File: config.mk
export PLATFORM = sky130hd
export DESIGN_NAME = mb16_div_seq
export DESIGN_NICKNAME = d
export VERILOG_FILES = /design/src/rtl/mb16_div_seq.sv
export SDC_FILE = /design/constraint.sdc
export NUM_CORES = 1
export LEC_CHECK = 0
export CAP_MARGIN = 30
export CORE_UTILIZATION = 45
export CTS_CLUSTER_SIZE = 20
export DETAILED_ROUTE_END_ITERATION = 16
export DONT_BUFFER_PORTS = 1
export GPL_ROUTABILITY_DRIVEN = 1
export RECOVER_POWER = 100
export REMOVE_ABC_BUFFERS = 1
export SLEW_MARGIN = 10
export SYNTH_ARGS = -nofsm -noshare
export SYNTH_HDL_FRONTEND = slang
export SYNTH_SLANG_ARGS = --single-unit
File: constraint.sdc
create_clock -name CLK -period 4.09 [get_ports CLK]
set_input_delay 1.0225 -clock CLK [delete_from_list [all_inputs] [get_ports CLK]]
set_output_delay 1.0225 -clock CLK [all_outputs]
set_load 0.1 [all_outputs]
File: src/rtl/mb16_div_seq.sv
// Sequential signed restoring divider: 2*WIDTH-bit dividend by WIDTH-bit divisor,
// truncating quotient, dividend-signed remainder, saturating on divide-by-zero or overflow.
module mb16_div_seq #(
  parameter int WIDTH = 16
) (
  input  logic                 CLK,
  input  logic                 RST,
  input  logic                 in_valid,
  output logic                 in_ready,
  input  logic [2*WIDTH-1:0]   dividend,
  input  logic [WIDTH-1:0]     divisor,
  output logic                 out_valid,
  input  logic                 out_ready,
  output logic [WIDTH-1:0]     quotient,
  output logic [WIDTH-1:0]     remainder,
  output logic                 dz,
  output logic                 ovf,
  output logic [2*WIDTH-1:0]   dd_q,
  output logic [WIDTH-1:0]     dv_q
);

  localparam int CW = $clog2(WIDTH);
  localparam logic [CW-1:0]    LAST    = CW'(WIDTH - 1);
  localparam logic [WIDTH-1:0] MAX_POS = {1'b0, {(WIDTH-1){1'b1}}};
  localparam logic [WIDTH-1:0] MIN_MAG = {1'b1, {(WIDTH-1){1'b0}}};

  typedef enum logic [1:0] {IDLE, CALC, FIX, DONE} state_t;

  state_t               state_q, state_d;
  logic [2*WIDTH-1:0]   dd_d;
  logic [WIDTH-1:0]     dv_d;
  logic [WIDTH-1:0]     lo_q, lo_d;          // low dividend magnitude bits, consumed MSB first
  logic [WIDTH-1:0]     part_q, part_d;      // partial remainder, always < |divisor|
  logic [WIDTH-1:0]     mag_dv_q, mag_dv_d;
  logic [WIDTH-1:0]     mag_quo_q, mag_quo_d;
  logic [WIDTH-1:0]     quo_q, quo_d;
  logic [WIDTH-1:0]     rem_q, rem_d;
  logic [CW-1:0]        cnt_q, cnt_d;
  logic                 neg_quo_q, neg_quo_d;
  logic                 neg_dd_q, neg_dd_d;
  logic                 dz_q, dz_d;
  logic                 ovf_q, ovf_d;

  logic [2*WIDTH-1:0]   abs_dd;
  logic [WIDTH-1:0]     abs_dv;
  logic [WIDTH:0]       trial;
  logic [WIDTH:0]       diff;
  logic                 post_ovf;
  logic [WIDTH-1:0]     sat_quo;

  always_ff @(posedge CLK or negedge RST) begin
    if (!RST) begin
      state_q   <= IDLE;
      dd_q      <= '0;
      dv_q      <= '0;
      lo_q      <= '0;
      part_q    <= '0;
      mag_dv_q  <= '0;
      mag_quo_q <= '0;
      quo_q     <= '0;
      rem_q     <= '0;
      cnt_q     <= '0;
      neg_quo_q <= 1'b0;
      neg_dd_q  <= 1'b0;
      dz_q      <= 1'b0;
      ovf_q     <= 1'b0;
    end else begin
      state_q   <= state_d;
      dd_q      <= dd_d;
      dv_q      <= dv_d;
      lo_q      <= lo_d;
      part_q    <= part_d;
      mag_dv_q  <= mag_dv_d;
      mag_quo_q <= mag_quo_d;
      quo_q     <= quo_d;
      rem_q     <= rem_d;
      cnt_q     <= cnt_d;
      neg_quo_q <= neg_quo_d;
      neg_dd_q  <= neg_dd_d;
      dz_q      <= dz_d;
      ovf_q     <= ovf_d;
    end
  end

  always_comb begin
    abs_dd   = dividend[2*WIDTH-1] ? -dividend : dividend;
    abs_dv   = divisor[WIDTH-1] ? -divisor : divisor;
    trial    = {part_q, lo_q[WIDTH-1]};
    diff     = trial - {1'b0, mag_dv_q};
    // Magnitude 2^(WIDTH-1) is representable only when the result is negative.
    post_ovf = neg_quo_q ? (mag_quo_q > MIN_MAG) : (mag_quo_q > MAX_POS);
    sat_quo  = neg_quo_q ? MIN_MAG : MAX_POS;

    state_d   = state_q;
    dd_d      = dd_q;
    dv_d      = dv_q;
    lo_d      = lo_q;
    part_d    = part_q;
    mag_dv_d  = mag_dv_q;
    mag_quo_d = mag_quo_q;
    quo_d     = quo_q;
    rem_d     = rem_q;
    cnt_d     = cnt_q;
    neg_quo_d = neg_quo_q;
    neg_dd_d  = neg_dd_q;
    dz_d      = dz_q;
    ovf_d     = ovf_q;

    case (state_q)
      IDLE: begin
        if (in_valid) begin
          dd_d      = dividend;
          dv_d      = divisor;
          lo_d      = abs_dd[WIDTH-1:0];
          part_d    = abs_dd[2*WIDTH-1:WIDTH];
          mag_dv_d  = abs_dv;
          mag_quo_d = '0;
          cnt_d     = '0;
          neg_quo_d = dividend[2*WIDTH-1] ^ divisor[WIDTH-1];
          neg_dd_d  = dividend[2*WIDTH-1];
          dz_d      = (divisor == '0);
          // A quotient needing more than WIDTH magnitude bits is caught before iterating.
          ovf_d     = (divisor != '0) && (abs_dd[2*WIDTH-1:WIDTH] >= abs_dv);
          state_d   = ((divisor == '0) || (abs_dd[2*WIDTH-1:WIDTH] >= abs_dv)) ? FIX : CALC;
        end
      end
      CALC: begin
        part_d    = diff[WIDTH] ? trial[WIDTH-1:0] : diff[WIDTH-1:0];
        mag_quo_d = {mag_quo_q[WIDTH-2:0], ~diff[WIDTH]};
        lo_d      = {lo_q[WIDTH-2:0], 1'b0};
        cnt_d     = cnt_q + 1'b1;
        if (cnt_q == LAST) state_d = FIX;
      end
      FIX: begin
        if (dz_q) begin
          quo_d = sat_quo;
          rem_d = dd_q[WIDTH-1:0];
        end else if (ovf_q || post_ovf) begin
          ovf_d = 1'b1;
          quo_d = sat_quo;
          rem_d = '0;
        end else begin
          quo_d = neg_quo_q ? -mag_quo_q : mag_quo_q;
          rem_d = neg_dd_q ? -part_q : part_q;
        end
        state_d = DONE;
      end
      DONE: begin
        if (out_ready) state_d = IDLE;
      end
      default: state_d = IDLE;
    endcase
  end

  always_comb begin
    in_ready  = (state_q == IDLE);
    out_valid = (state_q == DONE);
    quotient  = quo_q;
    remainder = rem_q;
    dz        = dz_q;
    ovf       = ovf_q;
  end

endmodule

==> flow_summary.json <==
{
  "status": "complete, but fails checks",
  "violations": "capacitance limit, slew limit",
  "detail_route.wl_per_cell_um": 20.1,
  "cp_data_arrival_time_ns": 4.24,
  "cpPeakStageDelay_ns": 0.52,
  "synth.area.top_cells": "sky130_fd_sc_hd__dfrtp_1, sky130_fd_sc_hd__mux2_2, sky130_fd_sc_hd__ha_1",
  "root_buffer": "sky130_fd_sc_hd__clkbuf_16",
  "postLayoutCellArea_um2": 10300,
  "post_drt_via_cell_ratio": 5.87,
  "post_synth_num_cell_types": 70,
  "post_synth_mux_area_share": 0.0958,
  "timing.reg2reg.setup_slack_ns": 0.32,
  "areaGrowthSynthToFinish_pct": 10.2,
  "layout_min_cycle_time_ns": 3.96,
  "floorplan.initialDensity": 0.461,
  "worst_slew_margin_rel": -0.469,
  "fmax_ghz": 0.253,
  "netlist_top_cells_count": "sky130_fd_sc_hd__dfrtp_1, sky130_fd_sc_hd__nand2_1, sky130_fd_sc_hd__a21oi_1",
  "synthesized_cell_area_um2": 9390,
  "width_of_the_die_um": 146,
  "synth_warnings": 0,
  "clock_insertion_delay_worst_skew_ns": 0.43,
  "clk_sinks": 152,
  "vias_in_the_first_global_route": 7170,
  "setup_cp_type": "input pin to register",
  "fp-row-count": 52,
  "timing.final.crit_share": 0.967,
  "yosysTopAreaCell": "sky130_fd_sc_hd__dfrtp_1",
  "die_area_um2": 21400,
  "cp_startpoint_kind": "input pin",
  "drcViolationCount": 0,
  "critical_path.endpoint_type": "register",
  "cts-buffers-inserted": 17,
  "max_fo_critical_path": 4,
  "finish.net_count": 1072,
  "port_buffers": 0,
  "nFillCells": 1877,
  "hold_violations": 0,
  "synth-xor-area-share": 0.0661,
  "floorplan.core_area_um2": 20400,
  "netlist_instances": 977,
  "i_o_pin_count": 136,
  "chipHeight_um": 146,
  "cp.buffers_inverters": 1,
  "rsz0062_at_grt": "no",
  "cts_tree": "done",
  "synth_top_family_by_area": "compound AO/OA/AOI/OAI gates",
  "cts-htree-levels": 4,
  "measured_slew_at_the_worst_slew_check_pin_ns": 2.20,
  "yosys_register_bits": 152,
  "drv_slew": 101,
  "required_ns": 4.37,
  "post_cts_hold_buffer_count": 0,
  "yosys.area_share.adder": 0.0568,
  "maxCapViolCount": 4,
  "synth-main-ff-cell": "sky130_fd_sc_hd__dfrtp_1",
  "post-synth-top-count-cell": "sky130_fd_sc_hd__dfrtp_1",
  "routed-via-count": 7408,
  "largest_net_degree_at_the_start_of_global_routing": 153,
  "grt_first_pass_wirelength_um": 40200,
  "critPathTopFamily": "compound AO/OA/AOI/OAI gates",
  "share_of_synthesized_flip_flops_with_an_asynchronous_set_or_reset": 1.00,
  "detail_route.wirelength_um": 25300,
  "clock_pin_slew_worst_setup_and_hold_paths_ns": 0.06,
  "grt_usage": 0.241,
  "synth_top_area_share": 0.405,
  "grt-ovfl-total": 0,
  "antenna_cells_inserted": 0,
  "synth_sequential_area_ratio": 0.405,
  "gp_congestion": 0.833,
  "drt.antenna.violating_nets": 0,
  "crit_slowest_cell": "sky130_fd_sc_hd__or4_4",
  "layout_cells_sized_above_1": 0.146,
  "final-setup-viol-count": 0,
  "fin_skew_ns": 0.0115,
  "syn_avg_cell_area_um2": 9.61,
  "firstDrtPassIters": 5,
  "crit_path_cell_trace": "or4_4 > or3_4 > or3_4 > o31ai_4 > xnor2_2 > ha_1 > a21o_1 > a21o_1 > a21oi_1 > o21a_1 > o31ai_1 > a221oi_1 > buf_4 > a221oi_1",
  "hold_path.class": "input pin to asynchronous set/reset pin",
  "hpwlAfterDp_um": 17900,
  "postPlaceCellArea_um2": 9800,
  "antenna_found_initial": 0,
  "synthSimpleGateAreaFrac": 0.118,
  "clk_path_buf_depth": 2,
  "initialDrtViolationCount": 443,
  "synth-compound-area-share": 0.211,
  "synth_edf_count": 0
}
cells by family (layout without fill, tap and decap cells):
logic type / after synthesis / count (layout)
adder cells (fa/ha/maj): 42 / 42
AND/OR/NAND/NOR: 222 / 222
multiplexers: 82 / 82
AO/OA/AOI/OAI: 304 / 304
XOR/XNOR: 70 / 70
buffers and inverters: 105 / 119
flip-flops: 152 / 152
cell type report:
cell class / count / area, um2 / area share
repair buffers: 43 / 282 / 0.0272
inverters: 44 / 165 / 0.0160
flip-flops and latches: 152 / 3800 / 0.368
well taps: 270 / 338 / 0.0326
multi-input cells: 720 / 5170 / 0.500
clock buffers: 18 / 439 / 0.0424
clock inverters: 14 / 149 / 0.0144
cells in the final DEF, fill, tap and decap left out, drive strengths merged, types with 4 or more instances in the layout:
cell / count
inv: 47
a31oi: 4
nor3: 14
nor2: 55
nor4: 6
dfrtp: 152
o41ai: 9
a21boi: 4
clkinv: 6
nand2: 72
ha: 41
clkbuf: 31
xor2: 24
xnor2: 46
a21oi: 68
or2: 4
buf: 30
o21a: 6
or3: 15
o31ai: 19
a21o: 12
a221oi: 4
o22ai: 21
nand4: 6
nor2b: 9
a22o: 14
o211ai: 4
a22oi: 32
o21ai: 81
or4: 8
mux2i: 19
nand3: 11
o221ai: 7
and3: 5
mux2: 63
nand2b: 9
what timing repair did:
action / CTS / global route
endpoints found under the setup margin: 0 / 1
setup buffers: 0 / 1
resized for setup: 0 / 4
worst register-to-register path, cell delays in order, from the launching register on:
cell,delay [ns]
sky130_fd_sc_hd__dfrtp_1,0.41
sky130_fd_sc_hd__inv_1,0.11
sky130_fd_sc_hd__ha_2,0.25
sky130_fd_sc_hd__clkbuf_1,1.53
sky130_fd_sc_hd__nand2b_1,0.38
sky130_fd_sc_hd__and2_1,0.58
sky130_fd_sc_hd__a221o_1,0.40
final timing paths:
kind                         startpoint     endpoint  cells past startpoint
max                        dividend[19]   state_q[1]                     14
min                                 RST  quotient[3]                      0
max reg2reg                  state_q[0]    part_q[0]                      6
min reg2reg                 mag_dv_q[9]  mag_dv_q[9]                      2
max in group asynchronous           RST      dd_q[8]                      0
min in group CLK            mag_dv_q[9]  mag_dv_q[9]                      2
per-layer routing:
layer / part of all wire / global-route usage / vias up / wire length (um)
met5: 0 / 0 / - / 0
met2: 0.46 / 0.385 / 206 / 11700
met3: 0.059 / 0.0500 / 21 / 1500
met1: 0.47 / 0.334 / 3604 / 11800
met4: 0.0094 / 0.0557 / 0 / 237
li1: - / - / 3577 / -
stage by stage:
step | hold WS, ns | setup TNS (ns) | instances | setup slack [ns] | utilization
2_1_floorplan | 0.450 | -44.13 | 916 | -1.04 | -
3_3_place_gp | 0.461 | -0.676 | 1217 | -0.248 | 0.476
3_5_place_dp | 0.469 | -0.781 | 1223 | -0.288 | 0.481
4_1_cts | 0.270 | 0 | 1255 | 0.163 | 0.510
5_1_grt | 0.263 | 0 | 1261 | 0.0287 | 0.508
6_report | 0.287 | 0 | 1261 | 0.133 | 0.508
registers in the layout (all words and copies together) (netlist names):
name and cells:
state_q 2, neg_quo_q 1, cnt_q 4, lo_q 16, dz 1, mag_quo_q 16
part_q 16, mag_dv_q 15, dd_q 32, ovf 1, dv_q 16, quotient 16
remainder 16
Power is left out: the tool's default activity adds up to more than one toggle a clock period on the data nets, which glitch-free logic cannot reach.
